===== src/rtl/cart_mem_arbiter_if.sv =====
// Purpose: bundles the cart strobe bus, host loader handshake, memory port and error flags.
// Latency: none; this is wiring only.
// Backpressure: carried by host_req/host_gnt and mem_req/mem_ack; cart strobes cannot be stalled.
interface cart_mem_arbiter_if;
  logic        cart_rd;
  logic        cart_wr;
  logic [25:0] cart_addr;
  logic [1:0]  cart_data_width;
  logic [15:0] cart_wr_data;
  logic [15:0] cart_rd_data;
  logic        cart_rd_valid;
  logic        host_req;
  logic        host_we;
  logic [25:0] host_addr;
  logic [1:0]  host_width;
  logic [15:0] host_wr_data;
  logic        host_gnt;
  logic [15:0] host_rd_data;
  logic        host_rd_valid;
  logic        mem_req;
  logic        mem_we;
  logic [25:0] mem_addr;
  logic [1:0]  mem_be;
  logic [15:0] mem_wr_data;
  logic        mem_ack;
  logic [15:0] mem_rd_data;
  logic        clear_err;
  logic        err_timeout;
  logic        err_overrun;

  // Arbiter side of the bundle.
  modport slave (
    input  cart_rd, cart_wr, cart_addr, cart_data_width, cart_wr_data,
    output cart_rd_data, cart_rd_valid,
    input  host_req, host_we, host_addr, host_width, host_wr_data,
    output host_gnt, host_rd_data, host_rd_valid,
    output mem_req, mem_we, mem_addr, mem_be, mem_wr_data,
    input  mem_ack, mem_rd_data,
    input  clear_err,
    output err_timeout, err_overrun
  );

  // Requester / memory-controller side of the bundle.
  modport master (
    output cart_rd, cart_wr, cart_addr, cart_data_width, cart_wr_data,
    input  cart_rd_data, cart_rd_valid,
    output host_req, host_we, host_addr, host_width, host_wr_data,
    input  host_gnt, host_rd_data, host_rd_valid,
    input  mem_req, mem_we, mem_addr, mem_be, mem_wr_data,
    output mem_ack, mem_rd_data,
    output clear_err,
    input  err_timeout, err_overrun
  );
endinterface


===== src/rtl/cart_mem_arbiter.sv =====
// Purpose: shares one memory port between the cart bus (priority, one-cycle strobes) and a host loader.
// Latency: strobe at t -> mem_req at t+1; mem_ack at a -> rd_valid at a+1; next mem_req no earlier than a+2.
// Backpressure: host waits on host_gnt; cart strobes are never stalled, extras are dropped and flagged.
module cart_mem_arbiter #(
  parameter int          TIMEOUT_CYCLES = 64,
  parameter logic [15:0] ERR_RD_DATA    = 16'hFFFF
) (
  input logic              clk,
  input logic              rst,
  cart_mem_arbiter_if.slave bus
);

  localparam int WDW = $clog2(TIMEOUT_CYCLES + 1);
  localparam logic [WDW-1:0] WD_LAST = WDW'(TIMEOUT_CYCLES - 1);

  typedef enum logic [1:0] {IDLE, CART, HOST} state_t;

  typedef struct packed {
    logic        we;
    logic [25:0] addr;
    logic [1:0]  width;
    logic [15:0] wr_data;
  } req_t;

  state_t         state;
  logic           cart_pend;   // set from capture until the cart transaction completes or aborts
  req_t           cart_req;
  logic [WDW-1:0] wdog;
  logic           cur_byte;    // active transaction uses the 8-bit lane

  logic        strobe;
  logic        accept;
  logic        start_cart;
  req_t        new_req;
  req_t        host_fields;
  req_t        launch;
  logic        launch_byte;
  logic [15:0] rd_val;

  // Capture decode, choice of fields to launch, and lane handling of returning read data.
  always_comb begin
    strobe      = bus.cart_rd | bus.cart_wr;
    accept      = strobe & ~cart_pend;
    start_cart  = cart_pend | strobe;
    // Write wins when both strobes fire in one cycle.
    new_req     = '{we: bus.cart_wr, addr: bus.cart_addr,
                    width: bus.cart_data_width, wr_data: bus.cart_wr_data};
    host_fields = '{we: bus.host_we, addr: bus.host_addr,
                    width: bus.host_width, wr_data: bus.host_wr_data};
    launch      = host_fields;
    if (start_cart) launch = accept ? new_req : cart_req;
    // Only 2'b01 selects the byte lane; every other width runs as 16-bit.
    launch_byte = (launch.width == 2'b01);
    rd_val      = cur_byte ? {8'h00, bus.mem_rd_data[7:0]} : bus.mem_rd_data;
  end

  // Host is granted in the same cycle it is seen, only from IDLE with no cart work waiting.
  assign bus.host_gnt = ~rst & (state == IDLE) & ~start_cart & bus.host_req;

  // Arbitration FSM, cart capture, watchdog and sticky error flags.
  always_ff @(posedge clk) begin
    if (rst) begin
      state             <= IDLE;
      cart_pend         <= 1'b0;
      cart_req          <= '0;
      wdog              <= '0;
      cur_byte          <= 1'b0;
      bus.mem_req       <= 1'b0;
      bus.mem_we        <= 1'b0;
      bus.mem_addr      <= '0;
      bus.mem_be        <= '0;
      bus.mem_wr_data   <= '0;
      bus.cart_rd_data  <= '0;
      bus.cart_rd_valid <= 1'b0;
      bus.host_rd_data  <= '0;
      bus.host_rd_valid <= 1'b0;
      bus.err_timeout   <= 1'b0;
      bus.err_overrun   <= 1'b0;
    end else begin
      bus.cart_rd_valid <= 1'b0;
      bus.host_rd_valid <= 1'b0;

      if (accept) begin
        cart_pend <= 1'b1;
        cart_req  <= new_req;
      end

      // A set event in the same cycle overrides clear_err.
      if (strobe && cart_pend) bus.err_overrun <= 1'b1;
      else if (bus.clear_err)  bus.err_overrun <= 1'b0;
      if (bus.clear_err)       bus.err_timeout <= 1'b0;

      case (state)
        IDLE: begin
          if (start_cart || bus.host_req) begin
            state           <= start_cart ? CART : HOST;
            wdog            <= '0;
            cur_byte        <= launch_byte;
            bus.mem_req     <= 1'b1;
            bus.mem_we      <= launch.we;
            bus.mem_addr    <= launch.addr;
            bus.mem_be      <= launch_byte ? 2'b01 : 2'b11;
            bus.mem_wr_data <= launch_byte ? {8'h00, launch.wr_data[7:0]} : launch.wr_data;
          end
        end
        default: begin
          if (bus.mem_ack || wdog == WD_LAST) begin
            state       <= IDLE;
            bus.mem_req <= 1'b0;
            if (state == CART) cart_pend <= 1'b0;
            // An ack in the abort cycle is a normal completion.
            if (!bus.mem_ack) bus.err_timeout <= 1'b1;
            if (!bus.mem_we) begin
              if (state == CART) begin
                bus.cart_rd_valid <= 1'b1;
                bus.cart_rd_data  <= bus.mem_ack ? rd_val : ERR_RD_DATA;
              end else begin
                bus.host_rd_valid <= 1'b1;
                bus.host_rd_data  <= bus.mem_ack ? rd_val : ERR_RD_DATA;
              end
            end
          end else begin
            wdog <= wdog + 1'b1;
          end
        end
      endcase
    end
  end

endmodule


===== src/flat_wrapper.sv =====
// flat-port wrapper written by rule: the top's interface ports become plain ports
module cart_mem_arbiter_flat 
#(
  parameter int          TIMEOUT_CYCLES = 64,
  parameter logic [15:0] ERR_RD_DATA    = 16'hFFFF
)
  (clk, rst, bus_cart_rd, bus_cart_wr, bus_cart_addr, bus_cart_data_width, bus_cart_wr_data, bus_cart_rd_data, bus_cart_rd_valid, bus_host_req, bus_host_we, bus_host_addr, bus_host_width, bus_host_wr_data, bus_host_gnt, bus_host_rd_data, bus_host_rd_valid, bus_mem_req, bus_mem_we, bus_mem_addr, bus_mem_be, bus_mem_wr_data, bus_mem_ack, bus_mem_rd_data, bus_clear_err, bus_err_timeout, bus_err_overrun);
  cart_mem_arbiter_if bus_i ();
  input logic clk;
  input logic rst;
  input wire logic [$bits(bus_i.cart_rd)-1:0] bus_cart_rd;
  input wire logic [$bits(bus_i.cart_wr)-1:0] bus_cart_wr;
  input wire logic [$bits(bus_i.cart_addr)-1:0] bus_cart_addr;
  input wire logic [$bits(bus_i.cart_data_width)-1:0] bus_cart_data_width;
  input wire logic [$bits(bus_i.cart_wr_data)-1:0] bus_cart_wr_data;
  output wire logic [$bits(bus_i.cart_rd_data)-1:0] bus_cart_rd_data;
  output wire logic [$bits(bus_i.cart_rd_valid)-1:0] bus_cart_rd_valid;
  input wire logic [$bits(bus_i.host_req)-1:0] bus_host_req;
  input wire logic [$bits(bus_i.host_we)-1:0] bus_host_we;
  input wire logic [$bits(bus_i.host_addr)-1:0] bus_host_addr;
  input wire logic [$bits(bus_i.host_width)-1:0] bus_host_width;
  input wire logic [$bits(bus_i.host_wr_data)-1:0] bus_host_wr_data;
  output wire logic [$bits(bus_i.host_gnt)-1:0] bus_host_gnt;
  output wire logic [$bits(bus_i.host_rd_data)-1:0] bus_host_rd_data;
  output wire logic [$bits(bus_i.host_rd_valid)-1:0] bus_host_rd_valid;
  output wire logic [$bits(bus_i.mem_req)-1:0] bus_mem_req;
  output wire logic [$bits(bus_i.mem_we)-1:0] bus_mem_we;
  output wire logic [$bits(bus_i.mem_addr)-1:0] bus_mem_addr;
  output wire logic [$bits(bus_i.mem_be)-1:0] bus_mem_be;
  output wire logic [$bits(bus_i.mem_wr_data)-1:0] bus_mem_wr_data;
  input wire logic [$bits(bus_i.mem_ack)-1:0] bus_mem_ack;
  input wire logic [$bits(bus_i.mem_rd_data)-1:0] bus_mem_rd_data;
  input wire logic [$bits(bus_i.clear_err)-1:0] bus_clear_err;
  output wire logic [$bits(bus_i.err_timeout)-1:0] bus_err_timeout;
  output wire logic [$bits(bus_i.err_overrun)-1:0] bus_err_overrun;
  assign bus_i.cart_rd = bus_cart_rd;
  assign bus_i.cart_wr = bus_cart_wr;
  assign bus_i.cart_addr = bus_cart_addr;
  assign bus_i.cart_data_width = bus_cart_data_width;
  assign bus_i.cart_wr_data = bus_cart_wr_data;
  assign bus_cart_rd_data = bus_i.cart_rd_data;
  assign bus_cart_rd_valid = bus_i.cart_rd_valid;
  assign bus_i.host_req = bus_host_req;
  assign bus_i.host_we = bus_host_we;
  assign bus_i.host_addr = bus_host_addr;
  assign bus_i.host_width = bus_host_width;
  assign bus_i.host_wr_data = bus_host_wr_data;
  assign bus_host_gnt = bus_i.host_gnt;
  assign bus_host_rd_data = bus_i.host_rd_data;
  assign bus_host_rd_valid = bus_i.host_rd_valid;
  assign bus_mem_req = bus_i.mem_req;
  assign bus_mem_we = bus_i.mem_we;
  assign bus_mem_addr = bus_i.mem_addr;
  assign bus_mem_be = bus_i.mem_be;
  assign bus_mem_wr_data = bus_i.mem_wr_data;
  assign bus_i.mem_ack = bus_mem_ack;
  assign bus_i.mem_rd_data = bus_mem_rd_data;
  assign bus_i.clear_err = bus_clear_err;
  assign bus_err_timeout = bus_i.err_timeout;
  assign bus_err_overrun = bus_i.err_overrun;
  cart_mem_arbiter #(.TIMEOUT_CYCLES(TIMEOUT_CYCLES), .ERR_RD_DATA(ERR_RD_DATA)) u_core (.clk(clk), .rst(rst), .bus(bus_i));
endmodule

===== config.mk =====
export PLATFORM = sky130hd
export DESIGN_NAME = cart_mem_arbiter_flat
export DESIGN_NICKNAME = d
export VERILOG_FILES = /design/src/rtl/cart_mem_arbiter_if.sv /design/src/rtl/cart_mem_arbiter.sv /design/src/flat_wrapper.sv
export SDC_FILE = /design/constraint.sdc
export NUM_CORES = 1
export LEC_CHECK = 0
export ABC_AREA = 1
export CORE_MARGIN = 8
export CORE_UTILIZATION = 46
export DETAILED_ROUTE_END_ITERATION = 8
export PLACE_DENSITY = 0.81
export REMOVE_ABC_BUFFERS = 1
export SYNTH_ARGS = -nofsm -noshare
export SYNTH_HDL_FRONTEND = slang
export SYNTH_SLANG_ARGS = --single-unit

===== constraint.sdc =====
create_clock -name clk -period 2.3 [get_ports clk]
set_clock_uncertainty 0.15 [all_clocks]
set_input_delay 0.23 -clock clk [delete_from_list [all_inputs] [get_ports clk]]
set_output_delay 0.23 -clock clk [all_outputs]
set_load 0.01 [all_outputs]

==> metrics.txt, run 1 <==
status=complete, no violations; Total GRT Usage=between 20 and 25%; DRC=0; GRT Residual Overflow=0; number of routed nets with antenna violations=0; final core occ=68.0%; Core Footprint=approximately 0.013 mm²; VDD IR max=528 µV; vias=6185; WHS=around 0.023 ns; vias in the first global route=5780; largest net degree at the start of global routing=72; area leader, netlist=dfxtp_1; Slew HR=between 60% and 70%; wire length on met1=~7400 µm; die span in y=about 130 µm; design area=around 0.0089 mm²; row cnt=42; CP endpoint kind=primary output; average wire per standard cell=13.9 µm; total CTS buffers=17; Max Used Layer=met4; Leak Pwr=3.87 nW; hpwl dp=12500 µm; Worst setup SP type=register; CTS root buffer=clkbuf_16; drt initial violations=364; Hold Buf Count CTS=0; RSZ-0062 raised after global routing=no; Via density=a little under 5; Initial Util=46.5%; Yosys Warn Count=0; Worst Max-Slew Pin Slew=roughly 0.52 ns; # Max-Cap Violations=0; Die Wd=around 130 µm; fill count=1162; worst-case clock buffer depth=2; Syn-to-layout area delta=46.3%; routed length on met2=around 8500 µm; post-synthesis cell type count=28; final slew viol count=0; Net count, final=roughly 1200; final WL=17700 µm; Synth top area share=a little under half; Reg clk slew, reported paths=0.05 ns; Post-synth EDFFs=0; Cell Area, Placed=just over 0.008 mm²; drt first pass iters=7; first-pass GRT wire length=27900 µm; gp weighted congestion=0.857; total die area=~0.017 mm²; Critical Path AT=1.80 ns; initial antenna violation count=1; IO Pins=between 150 and 200; most area-consuming cells after synthesis=dfxtp_1, nand2_1, nor2_1, a21oi_1, inv_1; Power Density=759 mW/mm²; Seq/Total Area, Yosys=between 40% and 50%; post-CTS sizing=0; Mapped Area=a little over 0.006 mm²; Post-CTS Setup Inserts=0; CP Data Required Time=between 1.5 and 2 ns; fin crit period=2.18 ns; Setup CP Type=register to primary output; count leader, synth=nand2_1; final hold violations=0; DR WL met3=around 1300 µm; layout cells sized above 1=approximately 6.6%; Top FF cell, synth=dfxtp_1; Post-synth ARST share=0%; CTS tree=built; CTS H-tree lvls=4; PortBufs=between 150 and 200; final setup violation count=0; synth cell count leaders=nand2_1, nor2_1, dfxtp_1, inv_1, a21oi_1; multi-input logic area=between 0.002 and 0.003 mm²; sinks on the clock net=approximately 140; Synth Area per Inst=between 6 and 7 µm²; number of synthesized register bits=around 140; register area=between 0.002 and 0.003 mm²; worst hold path type=input pin to register; crit-path max FO=3; Clock Latency Late Sink=around 0.42 ns; FMAX=roughly 460 MHz; period utilisation layout=approximately 95%; Post-Syn Instances=902
[sequential cells by signal (all words and copies together), names as in the netlist]
| signal | flops |
|---|---|
| u_core.bus.cart_rd_data | 16 |
| u_core.bus.cart_rd_valid | 1 |
| u_core.bus.err_overrun | 1 |
| u_core.bus.err_timeout | 1 |
| u_core.bus.host_rd_data | 16 |
| u_core.bus.host_rd_valid | 1 |
| u_core.bus.mem_addr | 26 |
| u_core.bus.mem_be | 2 |
| u_core.bus.mem_req | 1 |
| u_core.bus.mem_we | 1 |
| u_core.bus.mem_wr_data | 16 |
| u_core.cart_pend | 1 |
| u_core.cart_req | 45 |
| u_core.cur_byte | 1 |
| u_core.state | 2 |
| u_core.wdog | 7 |
[kinds of logic after synthesis]
logic type | count (synthesis) | share of synthesized area [%]
DFF | 138 | 45.6
adders and majority gates | 1 | 0.207
buffers and inverters | 156 | 10.2
and+or+nand+nor | 459 | 31.5
AOI/OAI and AO/OA | 148 | 12.5
[worst max-delay path, stage by stage (launching register included)]
cell	delay [ns]
dfxtp_1	0.34
inv_2	0.07
nand3_2	0.09
inv_2	0.09
nand3_1	0.09
nor2_1	0.12
clkdlybuf4s50_1	0.58
[per-layer routing]
layer  track usage (%)  up-vias
li1                  -     3202
met1              24.3     2741
met2              34.2      215
met3              5.07       27
met5                 0        -
met4              10.9        0
[power by group]
group / switching (mW) / total, mW / internal (mW)
Clock: 0.970 / 2.62 / 1.65
Combinational: 0.731 / 1.41 / 0.676
Sequential: 0.0928 / 2.70 / 2.60
Total: 1.79 / 6.72 / 4.93
[layout make-up]
| cell class | count | share of cell area [%] |
|---|---|---|
| Antenna cell | 1 | 0.0282 |
| Clock buffer | 25 | 5.82 |
| Clock inverter | 7 | 0.706 |
| Inverter | 103 | 4.36 |
| Multi-Input combinational cell | 608 | 30.3 |
| Sequential cell | 138 | 31.2 |
| Tap cell | 176 | 2.49 |
| Timing Repair Buffer | 217 | 25.1 |
[final timing paths]
check / from / endpoint / slack (ns) / cells past startpoint
hold / removal: rst / u_core.cart_req[12] / 0.02 / 2
setup / recovery: u_core.cart_pend / bus_host_gnt / 0.12 / 6
setup reg to reg: u_core.wdog[0] / u_core.bus.cart_rd_data[8] / 0.22 / 9
hold reg to reg: u_core.bus.mem_wr_data[10] / u_core.bus.mem_wr_data[10] / 0.31 / 2
[through the flow]
stage / setup WS, ns / setup TNS, ns / total power [mW] / std cells
floorplan: -0.811 / -33.88 / 3.42 / 849
global placement: 0.181 / 0 / 4.12 / 1242
detailed placement: 0.0760 / 0 / 4.15 / 1242
CTS: 0.0713 / 0 / 6.77 / 1274
global route: 0.0139 / 0 / 7.04 / 1275
finish: 0.123 / 0 / 6.72 / 1275
[placed cells by master, fill, tap and decap left out, types with 3 or more instances in the layout]
cell type and instances:
clkinv_2 5, nor2_1 141, buf_12 9, inv_1 96, nand2_1 228, clkbuf_8 6, clkdlybuf4s50_1 193, clkinv_1 4
nand3_1 51, or2_0 5, o21ai_0 54, a21oi_1 91, or2_2 3, nor2_2 4, nand4_1 17, dfxtp_1 138
buf_4 14, clkbuf_16 17, inv_2 3
Note: power is estimated with default switching activity, not from simulation.
==> run 2, diff against run 1 <==
SKIP_LAST_GASP = 1   (was not set)
==> results of run 2 <==
Same layout as run 1: the final DEF is identical, and so are final timing and power.
==> run 3, diff against run 2 <==
SLEW_MARGIN = 10   (was not set)
==> results of run 3 <==
Same layout as run 1: the final DEF is identical, and so are final timing and power.
